<file path="src/rtl/mag_pkg.sv">
// ---------------------------------------------------------------------------
// mag_pkg
// Shared definitions for the microwave magnetron controller.
//   - Default parameter values for cook-time width, power window length and
//     power-level width.
//   - State encoding, kept as plain 2-bit constants so the value on the
//     state output matches the legacy display decoder: IDLE=0, COOK=1,
//     PAUSE=2, DONE=3.
//   - Bundle type for the three front-panel button events.
// ---------------------------------------------------------------------------
package mag_pkg;

    // Default sizing.
    localparam int TIME_W_DEF    = 10;  // cook time in seconds, max 1023
    localparam int PWR_STEPS_DEF = 10;  // seconds per power-duty window
    localparam int PWR_W_DEF     = 4;   // 2**PWR_W must exceed PWR_STEPS

    // Controller states.
    localparam logic [1:0] ST_IDLE  = 2'd0;
    localparam logic [1:0] ST_COOK  = 2'd1;
    localparam logic [1:0] ST_PAUSE = 2'd2;
    localparam logic [1:0] ST_DONE  = 2'd3;

    // One-cycle button events, already edge-detected.
    typedef struct packed {
        logic start;
        logic stop;
        logic clear;
    } btn_ev_t;

endpackage

</file>
<file path="src/rtl/btn_edge_n.sv">
// ---------------------------------------------------------------------------
// btn_edge_n
// Falling-edge detector for an active-low, level-type push button.
// The event is combinational on the current button level against the
// registered history, so the controller reacts in the same cycle the low
// level is first sampled. Holding the button low yields exactly one event.
//
// Ports:
//   clk    in   system clock
//   rst    in   synchronous active-high reset
//   btn_n  in   raw button level, 0 = pressed
//   fall   out  one-cycle event on a 1 -> 0 transition
//
// History resets to 1 so a released button cannot raise an event after
// reset. A separate arm flag samples the button during reset: a button
// that is already held down while reset is asserted stays disarmed until
// it has been seen released once, so it cannot fire a stale press.
// ---------------------------------------------------------------------------
module btn_edge_n (
    input  logic clk,
    input  logic rst,
    input  logic btn_n,
    output logic fall
);

    logic hist;
    logic armed;

    always_ff @(posedge clk) begin
        if (rst) begin
            hist  <= 1'b1;
            armed <= btn_n;
        end else begin
            hist  <= btn_n;
            armed <= armed | btn_n;
        end
    end

    assign fall = hist & ~btn_n & armed;

endmodule

</file>
<file path="src/rtl/mag_ctrl_fsm.sv">
// ---------------------------------------------------------------------------
// mag_ctrl_fsm
// Clocked microwave controller: countdown timer, pause/resume, power-level
// duty cycling over a window of PWR_STEPS seconds, and a zero-latency door
// interlock on the magnetron enable.
//
// Ports:
//   clk          in   system clock
//   rst          in   synchronous active-high reset
//   startN       in   start button, active-low level
//   stopN        in   stop/pause button, active-low level
//   clearN       in   clear button, active-low level
//   door_closed  in   1 = door closed
//   tick_1s      in   one-cycle strobe, once per second
//   time_load    in   cook time, sampled on start from IDLE
//   power_lvl    in   on-seconds per window, sampled on start from IDLE
//   mag_on       out  magnetron enable (gated combinationally by the door)
//   time_left    out  remaining seconds
//   state        out  IDLE=0, COOK=1, PAUSE=2, DONE=3
//   done_pulse   out  one-cycle strobe on COOK -> DONE
//
// Same-cycle priority: rst > door open > clear > stop > start > tick_1s.
// A start event while cooking has no meaning and does not block the tick.
// ---------------------------------------------------------------------------
module mag_ctrl_fsm
    import mag_pkg::*;
#(
    parameter int TIME_W    = TIME_W_DEF,
    parameter int PWR_STEPS = PWR_STEPS_DEF,
    parameter int PWR_W     = PWR_W_DEF
) (
    input  logic              clk,
    input  logic              rst,
    input  logic              startN,
    input  logic              stopN,
    input  logic              clearN,
    input  logic              door_closed,
    input  logic              tick_1s,
    input  logic [TIME_W-1:0] time_load,
    input  logic [PWR_W-1:0]  power_lvl,
    output logic              mag_on,
    output logic [TIME_W-1:0] time_left,
    output logic [1:0]        state,
    output logic              done_pulse
);

    localparam int PH_W  = (PWR_STEPS > 1) ? $clog2(PWR_STEPS) : 1;
    localparam int CMP_W = (PH_W > PWR_W) ? PH_W : PWR_W;

    localparam logic [PH_W-1:0]   PH_LAST  = PH_W'(PWR_STEPS - 1);
    localparam logic [TIME_W-1:0] TIME_ONE = TIME_W'(1);

    // -----------------------------------------------------------------------
    // Button edge detection
    // -----------------------------------------------------------------------
    logic    start_ev;
    logic    stop_ev;
    logic    clear_ev;
    btn_ev_t ev;
    logic    any_ev;

    btn_edge_n u_start (
        .clk   (clk),
        .rst   (rst),
        .btn_n (startN),
        .fall  (start_ev)
    );

    btn_edge_n u_stop (
        .clk   (clk),
        .rst   (rst),
        .btn_n (stopN),
        .fall  (stop_ev)
    );

    btn_edge_n u_clear (
        .clk   (clk),
        .rst   (rst),
        .btn_n (clearN),
        .fall  (clear_ev)
    );

    assign ev     = '{start: start_ev, stop: stop_ev, clear: clear_ev};
    assign any_ev = ev.start | ev.stop | ev.clear;

    // -----------------------------------------------------------------------
    // State registers
    // -----------------------------------------------------------------------
    logic [PH_W-1:0]   phase;
    logic [PWR_W-1:0]  power_q;
    logic              mag_q;

    logic [1:0]        state_n;
    logic [TIME_W-1:0] time_n;
    logic [PH_W-1:0]   phase_n;
    logic [PWR_W-1:0]  power_n;
    logic              mag_n;
    logic              done_n;

    // Phase position within the power window after one more second.
    logic [PH_W-1:0]   phase_adv;
    assign phase_adv = (phase == PH_LAST) ? '0 : phase + PH_W'(1);

    // -----------------------------------------------------------------------
    // Next-state logic
    // -----------------------------------------------------------------------
    always_comb begin
        state_n = state;
        time_n  = time_left;
        phase_n = phase;
        power_n = power_q;
        done_n  = 1'b0;

        case (state)
            ST_IDLE: begin
                if (ev.clear) begin
                    time_n = '0;
                end else if (ev.stop) begin
                    // Stop outranks start; nothing to stop while idle.
                    state_n = ST_IDLE;
                end else if (ev.start && door_closed && (time_load != '0)) begin
                    time_n  = time_load;
                    power_n = power_lvl;
                    phase_n = '0;
                    state_n = ST_COOK;
                end
            end

            ST_COOK: begin
                if (!door_closed) begin
                    // Counters freeze; the tick in this cycle is dropped.
                    state_n = ST_PAUSE;
                end else if (ev.clear) begin
                    time_n  = '0;
                    state_n = ST_IDLE;
                end else if (ev.stop) begin
                    state_n = ST_PAUSE;
                end else if (tick_1s && (time_left != '0)) begin
                    phase_n = phase_adv;
                    if (time_left == TIME_ONE) begin
                        time_n  = '0;
                        state_n = ST_DONE;
                        done_n  = 1'b1;
                    end else begin
                        time_n = time_left - TIME_ONE;
                    end
                end
            end

            ST_PAUSE: begin
                if (ev.clear || ev.stop) begin
                    time_n  = '0;
                    state_n = ST_IDLE;
                end else if (ev.start && door_closed) begin
                    state_n = ST_COOK;
                end
            end

            ST_DONE: begin
                time_n = '0;
                if (any_ev || !door_closed) begin
                    state_n = ST_IDLE;
                end
            end

            default: begin
                time_n  = '0;
                state_n = ST_IDLE;
            end
        endcase

        // Power >= PWR_STEPS is always on because phase never reaches
        // PWR_STEPS; power 0 is never on.
        mag_n = (state_n == ST_COOK) && (CMP_W'(phase_n) < CMP_W'(power_n));
    end

    always_ff @(posedge clk) begin
        if (rst) begin
            state      <= ST_IDLE;
            time_left  <= '0;
            phase      <= '0;
            power_q    <= '0;
            mag_q      <= 1'b0;
            done_pulse <= 1'b0;
        end else begin
            state      <= state_n;
            time_left  <= time_n;
            phase      <= phase_n;
            power_q    <= power_n;
            mag_q      <= mag_n;
            done_pulse <= done_n;
        end
    end

    // Door gate is combinational so the enable drops in the same cycle the
    // door opens, without waiting for the state register.
    assign mag_on = mag_q & door_closed;

endmodule

</file>
<file path="config.mk">
export PLATFORM = sky130hd
export DESIGN_NAME = mag_ctrl_fsm
export DESIGN_NICKNAME = d
export VERILOG_FILES = /design/src/rtl/mag_pkg.sv /design/src/rtl/btn_edge_n.sv /design/src/rtl/mag_ctrl_fsm.sv
export SDC_FILE = /design/constraint.sdc
export NUM_CORES = 1
export LEC_CHECK = 0
export CAP_MARGIN = 20
export CORE_MARGIN = 4
export CORE_UTILIZATION = 41
export DETAILED_ROUTE_END_ITERATION = 10
export PLACE_DENSITY = 0.66
export RECOVER_POWER = 100
export SLEW_MARGIN = 0
export SYNTH_ARGS = -nofsm -noshare
export SYNTH_HDL_FRONTEND = slang
export SYNTH_HIERARCHICAL = 1
export SYNTH_SLANG_ARGS = --single-unit
export TNS_END_PERCENT = 100
</file>
<file path="constraint.sdc">
create_clock -name clk -period 3.55 [get_ports clk]
set_input_delay 0.5325 -clock clk [delete_from_list [all_inputs] [get_ports clk]]
set_output_delay 0.5325 -clock clk [all_outputs]
set_load 0.02 [all_outputs]
</file>
==> impl_summary.log, run 1 <==
[metrics] Area contributors post-synth: dfxtp_1, ha_1, nor2_1
[metrics] largest clock skew in the final design: slightly above 7 ps
[metrics] layout cell share with drive strength beyond 1: under 10%
[metrics] total clock sinks: 28
[metrics] clock-pin slew on the worst setup and hold paths: ~100 ps
[metrics] total grt overflow: 0
[metrics] sequential area share after synthesis: 32.16%
[metrics] hold bufs inserted after CTS: 0
[metrics] Critical Path RT: 3780 ps
[metrics] via count of the first global-routing pass: 1454
[metrics] final wirelength: around 4.2 mm
[metrics] critical register-to-register path startpoint: time_left[0]
[metrics] leakage component of the power: 0.0009098 µW
[metrics] unique cell type count in the Yosys netlist: 59
[metrics] Row Count: 23
[metrics] top cell type by total area after synthesis: dfxtp_1
[metrics] cells along the critical path: dlygate4sd3_1 -> or4_1 -> o311ai_0 -> and2_0 -> a211o_1 -> ha_1 -> a21o_1 -> a21oi_1 -> o2111a_1
[metrics] number of optimization iterations in the first detailed-route pass: 4
[metrics] Final setup viols: 0
[metrics] dominant synthesized flop cell: dfxtp_1
[metrics] net switching power of the design: 235.0 µW
[metrics] worst path arrival time: roughly 3200 ps
[metrics] width of the chip: between 70 and 80 µm
[metrics] number of antenna repair diodes: 0
[metrics] post-synthesis cell count: 203
[metrics] Critical-path top delay cell: or4_1
[metrics] Worst Hold Launch: u_stop/armed
[metrics] average cell area after synthesis: 8.586 µm²
[metrics] Worst-Skew Late Latency: 280 ps
[metrics] clock root cell: clkbuf_8
[metrics] Max-Slew Margin vs Limit: 42.81%
[metrics] Least-Margin Pin Slew: 857.8 ps
[metrics] synthesis warning total: 6
[metrics] switching power as a share of total power: 29.04%
[metrics] antenna violations before repair: 0
[metrics] shortest clock period the worst path allows after layout: between 3000 and 4000 ps
[metrics] sequential cell fraction of total power: 43.2%
[metrics] first-pass GRT wire length: roughly 6.9 mm
[metrics] share of the synthesized area in the top cell type: about a third
[metrics] total die area: 0.005358 mm²
[metrics] CP peak stage delay: 650 ps
[metrics] Final Cycle Share: 84.75%
[metrics] maximum net fanout on the critical path: 3
[metrics] Worst setup startpoint: time_load[6]
[metrics] cell area power density: 373.1 mW/mm²
[metrics] setup total negative slack: 0 ps
[metrics] core region area: 0.004058 mm²
[metrics] total power draw: 809.0 µW
[metrics] number of nets at the end of the flow: 266
[metrics] Net Count, Synth: 232
[metrics] post-DP HPWL: approximately 3.2 mm
[metrics] Initial Util: a little over two fifths
[metrics] achievable clock frequency: ~330 MHz
[metrics] vias per std cell: 5.552
[metrics] Mapped Area: 0.001743 mm²
[metrics] aggregate global-route resource usage: 16.24%
[metrics] post-synthesis register bit count: 28
[metrics] number of flops mapped to enable cells by yosys: 0
[metrics] WS Path Type: input pin to flip-flop
[metrics] MaxCap Viol Count: 0
[metrics] height of the die: 73.20 µm
[metrics] fraction of registers with async set/reset: 0%
[metrics] r2r setup slk: 700 ps
[metrics] Antenna Nets Post-Route: 0
[metrics] # DRC: 0
[metrics] deepest clock path buffer count: 2
[metrics] combinational fraction of design power: 25.7%
[metrics] clock power share: between 30% and 40%
[metrics] sort of element at the start of the critical path: input pin
[metrics] maximum number of pins on one net before global-route repair: 20
[metrics] status: finished, final reports clean
[metrics] CTS H-tree lvls: 1
[metrics] Peak supply drop: 0.1711 mV
[metrics] routability congestion estimate from global placement: 0.8603
[metrics] drt initial violations: 82
[metrics] PortBufs: 34
[metrics] post-CTS setup buffer count: 0
[metrics] class of the worst hold path: flip-flop to flip-flop
[metrics] capturing element type of the critical path: flip-flop
[metrics] overall via count from detail_route: 1588
[metrics] area grow syn2layout: 24.41%
[metrics] TritonCTS clock tree: built
[metrics] Avg WL per Cell: about 15 µm
[metrics] internal power contribution: between 500 and 600 µW
[metrics] post_cts resized: 0
[metrics] total count of hold-check failures in the final report: 0
[metrics] Pins Over Slew Limit: 0
[metrics] number of top-level pins: 35
[metrics] Final Hold Slack: 463.4 ps
[metrics] TritonCTS Buffers: 3
[metrics] unrepaired setup endpoints after global routing: no
-- critical path, delay by kind of cell --
family	cells	cell delay, ps
compound gates	5	1060
simple gates	2	870
buf+inv	1	540
fa+ha+maj	1	240
-- cell usage in the layout (no fill, tap or decap), types with 4 or more instances in the layout --
| cell type | instances |
|---|---|
| a21oi_1 | 9 |
| nand2b_1 | 8 |
| a21o_1 | 4 |
| mux2i_1 | 5 |
| dfxtp_1 | 28 |
| nor2_1 | 21 |
| nor3_1 | 8 |
| dlygate4sd3_1 | 17 |
| nand2_1 | 17 |
| or3_1 | 4 |
| o21ai_0 | 8 |
| ha_1 | 8 |
| nor2b_1 | 5 |
| clkdlybuf4s50_1 | 17 |
| inv_1 | 8 |
-- metrics by stage --
stage               utilization [%]  instance area [µm²]  std cells  worst slack [ps]
floorplan                         -                 1743        203             988.1
global placement              52.33                 2123        282             501.7
detailed placement            52.33                 2123        282             448.1
CTS                           54.09                 2195        286             724.1
global route                  53.44                 2168        286             320.5
finish                        53.44                 2168        286             541.3
-- state kept, by name (all words and copies together), names as in the netlist --
name           cells
time_left         10
phase              4
power_q            4
state              2
done_pulse         1
mag_q              1
u_clear/armed      1
u_clear/hist       1
u_start/armed      1
u_start/hist       1
u_stop/armed       1
u_stop/hist        1
-- power by group through the flow --
stage          Sequential, µW  Clock [µW]  Combinational, µW
6_report                  349         252                208
5_1_grt                   352         272                230
4_1_cts                   350         262                218
3_5_place_dp              357           0                216
3_3_place_gp              357           0                216
2_1_floorplan             364           0                133
-- final cells by class --
class / count / area [µm²]
fill: 368 / 1889
multi-input combinational: 159 / 1089
sequential: 28 / 560.5
timing repair buffer: 37 / 355.3
tap: 50 / 62.56
clock buffer: 3 / 41.29
clock inverter: 1 / 30.03
inverter: 8 / 30.03
-- cell usage after synthesis (4+ instances only) --
cell	n
nand2b_1	8
nor3_1	8
clkbuf_1	4
nor2_1	21
o21ai_0	6
dfxtp_1	28
or3_1	4
a21o_1	4
nor2b_1	5
a21oi_1	9
inv_1	8
ha_1	8
nand2_1	17
mux2i_1	5
-- kinds of logic (layout without fill, tap and decap cells) --
family | count (synthesis) | in the layout | share of synthesized area (%)
and+or+nand+nor | 88 | 88 | 27.49
AOI/OAI and AO/OA | 53 | 53 | 24.62
buffers and inverters | 16 | 49 | 4.307
xor gates and xnor gates | 3 | 3 | 1.508
DFF | 28 | 28 | 32.16
adders and majority gates | 8 | 8 | 5.743
muxes | 7 | 7 | 4.164
-- layer usage --
layer,up-vias,share of wire (%),GRT usage (%)
li1,816,-,-
met1,735,52,24.16
met2,32,42,23.24
met3,5,5.0,3.719
met4,0,0.85,4.303
met5,-,0,0
-- final timing paths --
check                               endpoint  depth (start not counted)
worst min-delay path            u_stop/armed                          1
worst max register to register         mag_q                         10
worst min register to register  u_stop/armed                          1
worst max-delay path                   mag_q                          9
Power figures use the tool's default switching activity.
==> run 2, diff against run 1 <==
==> constraint.sdc (replaced) <==
create_clock -name clk -period 3.06 [get_ports clk]
set_input_delay 0.459 -clock clk [delete_from_list [all_inputs] [get_ports clk]]
set_output_delay 0.459 -clock clk [all_outputs]
set_load 0.02 [all_outputs]
==> run 2 against run 1 <==
  * Routed wire length is essentially flat
  * Count of clock-buffer cells in the layout did not move
  * Core utilization rose by 0.77 points
  * Non-clock buffer count increased by 6
  * Sequential share of layout area decreased by 0.37 points
  * Power rose by 17%
  * Via count increased by 2.2%
  * Largest cell class unchanged
  * Highest routed layer unchanged
==> impl_summary.log, run 2 (synthesized netlist as in run 1, its figures left out) <==
[metrics] clock root cell: clkbuf_8 (unchanged)
[metrics] Worst-Skew Late Latency: 280 ps (about the same)
[metrics] cell area power density: 430.2 mW/mm² (was 373.1 mW/mm²)
[metrics] met2 layer wire length in the routed design: 1.858 mm (was 1.786 mm)
[metrics] largest clock skew in the final design: 5.615 ps (was 7.081 ps)
[metrics] worst path arrival time: 3060 ps (was 3240 ps)
[metrics] deepest clock path buffer count: 2 (unchanged)
[metrics] Antenna Nets Post-Route: 0 (unchanged)
[metrics] sort of element at the start of the critical path: input pin (unchanged)
[metrics] number of top-level pins: 35 (unchanged)
[metrics] capturing element type of the critical path: flip-flop (unchanged)
[metrics] via count of the first global-routing pass: 1520 (was 1454)
[metrics] Final Cycle Share: 92.57%
[metrics] post-DP HPWL: 3.290 mm (was 3.238 mm)
[metrics] maximum net fanout on the critical path: 4 (was 3)
[metrics] combinational fraction of design power: 26.6% (was 25.7%)
[metrics] depth of the worst register-to-register path: 10 (unchanged)
[metrics] WS Path Type: input pin to flip-flop (unchanged)
[metrics] register ranked first by flip-flop count: time_left (unchanged)
[metrics] final wirelength: 4.240 mm (was 4.244 mm)
[metrics] vias per std cell: 5.558 (was 5.552)
[metrics] largest registers: time_left: 10 flops, phase: 4 flops, power_q: 4 flops (unchanged)
[metrics] layout cell share with drive strength beyond 1: 9.091% (was 6.780%)
[metrics] logic depth of the worst path, buffers included: 8 (was 9)
[metrics] Final Hold Slack: 463.5 ps (was 463.4 ps)
[metrics] Row Count: 23 (unchanged)
[metrics] cells along the critical path: clkdlybuf4s50_1 -> or4_4 -> o311ai_0 -> buf_4 -> mux2i_1 -> ha_1 -> a21oi_1 -> o2111a_1 (was dlygate4sd3_1 -> or4_1 -> o311ai_0 -> and2_0 -> a211o_1 -> ha_1 -> a21o_1 -> a21oi_1 -> o2111a_1)
[metrics] Final Instance Count excl. Fillers: 292 (was 286)
[metrics] status: finished, final reports clean (unchanged)
[metrics] height of the die: 73.20 µm (unchanged)
[metrics] leakage component of the power: 0.0009399 µW (was 0.0009098 µW)
[metrics] aggregate global-route resource usage: 17.06% (was 16.24%)
[metrics] Hold Path Cell Cnt: 1 (unchanged)
[metrics] CTS H-tree lvls: 1 (unchanged)
[metrics] achievable clock frequency: about 350 MHz
[metrics] total die area: 0.005358 mm² (unchanged)
[metrics] core occupancy in the finished layout: 54.21% (was 53.44%)
[metrics] number of nets at the end of the flow: 272 (was 266)
[metrics] total clock sinks: 28 (unchanged)
[metrics] total count of hold-check failures in the final report: 0 (unchanged)
[metrics] net switching power of the design: 274.2 µW (was 235.0 µW)
[metrics] Pins Over Slew Limit: 0 (unchanged)
[metrics] drt initial violations: 104 (was 82)
[metrics] number of fill cells: 401 (was 368)
[metrics] Avg WL per Cell: 14.52 µm (was 14.84 µm)
[metrics] shortest clock period the worst path allows after layout: between 2000 and 3000 ps
[metrics] TritonCTS Buffers: 3 (unchanged)
[metrics] first-pass GRT wire length: 7.189 mm (was 6.851 mm)
[metrics] core region area: 0.004058 mm² (unchanged)
[metrics] leading cell types in the layout, fill and taps excluded: dfxtp_1, nor2_1, clkdlybuf4s50_1, nand2_1, dlygate4sd3_1 (was dfxtp_1, nor2_1, nand2_1, dlygate4sd3_1, clkdlybuf4s50_1)
[metrics] width of the chip: 73.20 µm (unchanged)
[metrics] Final setup viols: 0 (unchanged)
[metrics] Least-Margin Pin Slew: 847.9 ps (was 857.8 ps)
[metrics] # DRC: 0 (unchanged)
[metrics] maximum number of pins on one net before global-route repair: 20 (unchanged)
[metrics] switching power as a share of total power: 28.97% (was 29.04%)
[metrics] number of antenna repair diodes: 0 (unchanged)
[metrics] CP peak stage delay: 570 ps (was 650 ps)
[metrics] Reg area: 560.5 µm² (unchanged)
[metrics] total power draw: 946.4 µW (was 809.0 µW)
[metrics] total area of multi-input combinational cells: 0.001075 mm² (was 0.001089 mm²)
[metrics] Max-Slew Margin vs Limit: 43.47% (was 42.81%)
[metrics] Critical Path RT: 3290 ps (was 3780 ps)
[metrics] placed cell count: 288 (was 282)
[metrics] post-CTS setup buffer count: 0 (unchanged)
[metrics] setup total negative slack: 0 ps (unchanged)
[metrics] routed wl met3: 270 µm (was 212 µm)
[metrics] MaxCap Viol Count: 0 (unchanged)
[metrics] clock-pin slew on the worst setup and hold paths: 100 ps (about the same)
[metrics] top routing layer used: met4 (unchanged)
[metrics] cell family with the largest share of critical-path delay: compound AO/OA/AOI/OAI gates (unchanged)
[metrics] PortBufs: 34 (unchanged)
[metrics] post_cts resized: 0 (unchanged)
[metrics] Critical-path top delay cell: or4_4 (was or4_1)
[metrics] max reg flops: 10 (unchanged)
[metrics] number of optimization iterations in the first detailed-route pass: 4 (unchanged)
[metrics] total grt overflow: 0 (unchanged)
[metrics] routability congestion estimate from global placement: 0.8432 (was 0.8603)
[metrics] hold bufs inserted after CTS: 0 (unchanged)
[metrics] antenna violations before repair: 0 (unchanged)
[metrics] met1 routed wirelength after detailed routing: 2.088 mm (was 2.208 mm)
[metrics] overall via count from detail_route: 1623 (was 1588)
[metrics] unrepaired setup endpoints after global routing: no (unchanged)
[metrics] TritonCTS clock tree: built (unchanged)
[metrics] internal power contribution: 672.2 µW (was 574.1 µW)
[metrics] area grow syn2layout: 26.20% (was 24.41%)
[metrics] Initial Util: 42.95% (unchanged)
[metrics] sequential cell fraction of total power: 42.5% (was 43.2%)
[metrics] Peak supply drop: 0.2073 mV (was 0.1711 mV)
[metrics] CP Buf/Inv Count: 2 (was 1)
[metrics] clock power share: 30.9% (was 31.1%)
[metrics] class of the worst hold path: flip-flop to flip-flop (unchanged)
[metrics] most frequent standard cell in the layout excluding fill and tap cells: dfxtp_1 (unchanged)
[run 2: metal layers]
metal,vias to the layer above,track usage (%)
met5,-,0
met4,0,3.279
met3,2,3.857
met2,49,25.72
met1,741,24.85
li1,831,-
[run 2: final timing paths]
| check | endpoint | slack [ps] | from |
|---|---|---|---|
| worst max-delay path | mag_q | 230 | time_load[6] |
| worst min-delay path | u_start/armed | 460 | u_start/armed |
| worst max register to register | mag_q | 260 | time_left[0] |
| worst min register to register | u_start/armed | 460 | u_start/armed |
[run 2: metrics by stage]
step	setup WS [ps]	area (µm²)
floorplan	498.1	1743
global placement	118.3	2168
detailed placement	59.26	2168
CTS	251.1	2240
global route	20.29	2200
finish	227.3	2200
[run 2: power groups by stage]
stage          Clock (µW)  Combinational, µW  Sequential [µW]
4_1_cts               304                264              403
6_report              293                251              402
3_3_place_gp            0                263              411
3_5_place_dp            0                263              412
5_1_grt               321                279              406
2_1_floorplan           0                155              422
[run 2: layout make-up]
class / count / area share [%]
inverters: 8 / 1.365
clock buffers: 3 / 1.877
well taps: 50 / 2.844
clock inverters: 1 / 1.365
multi-input cells: 159 / 48.86
flip-flops and latches: 28 / 25.48
repair buffers: 43 / 18.20
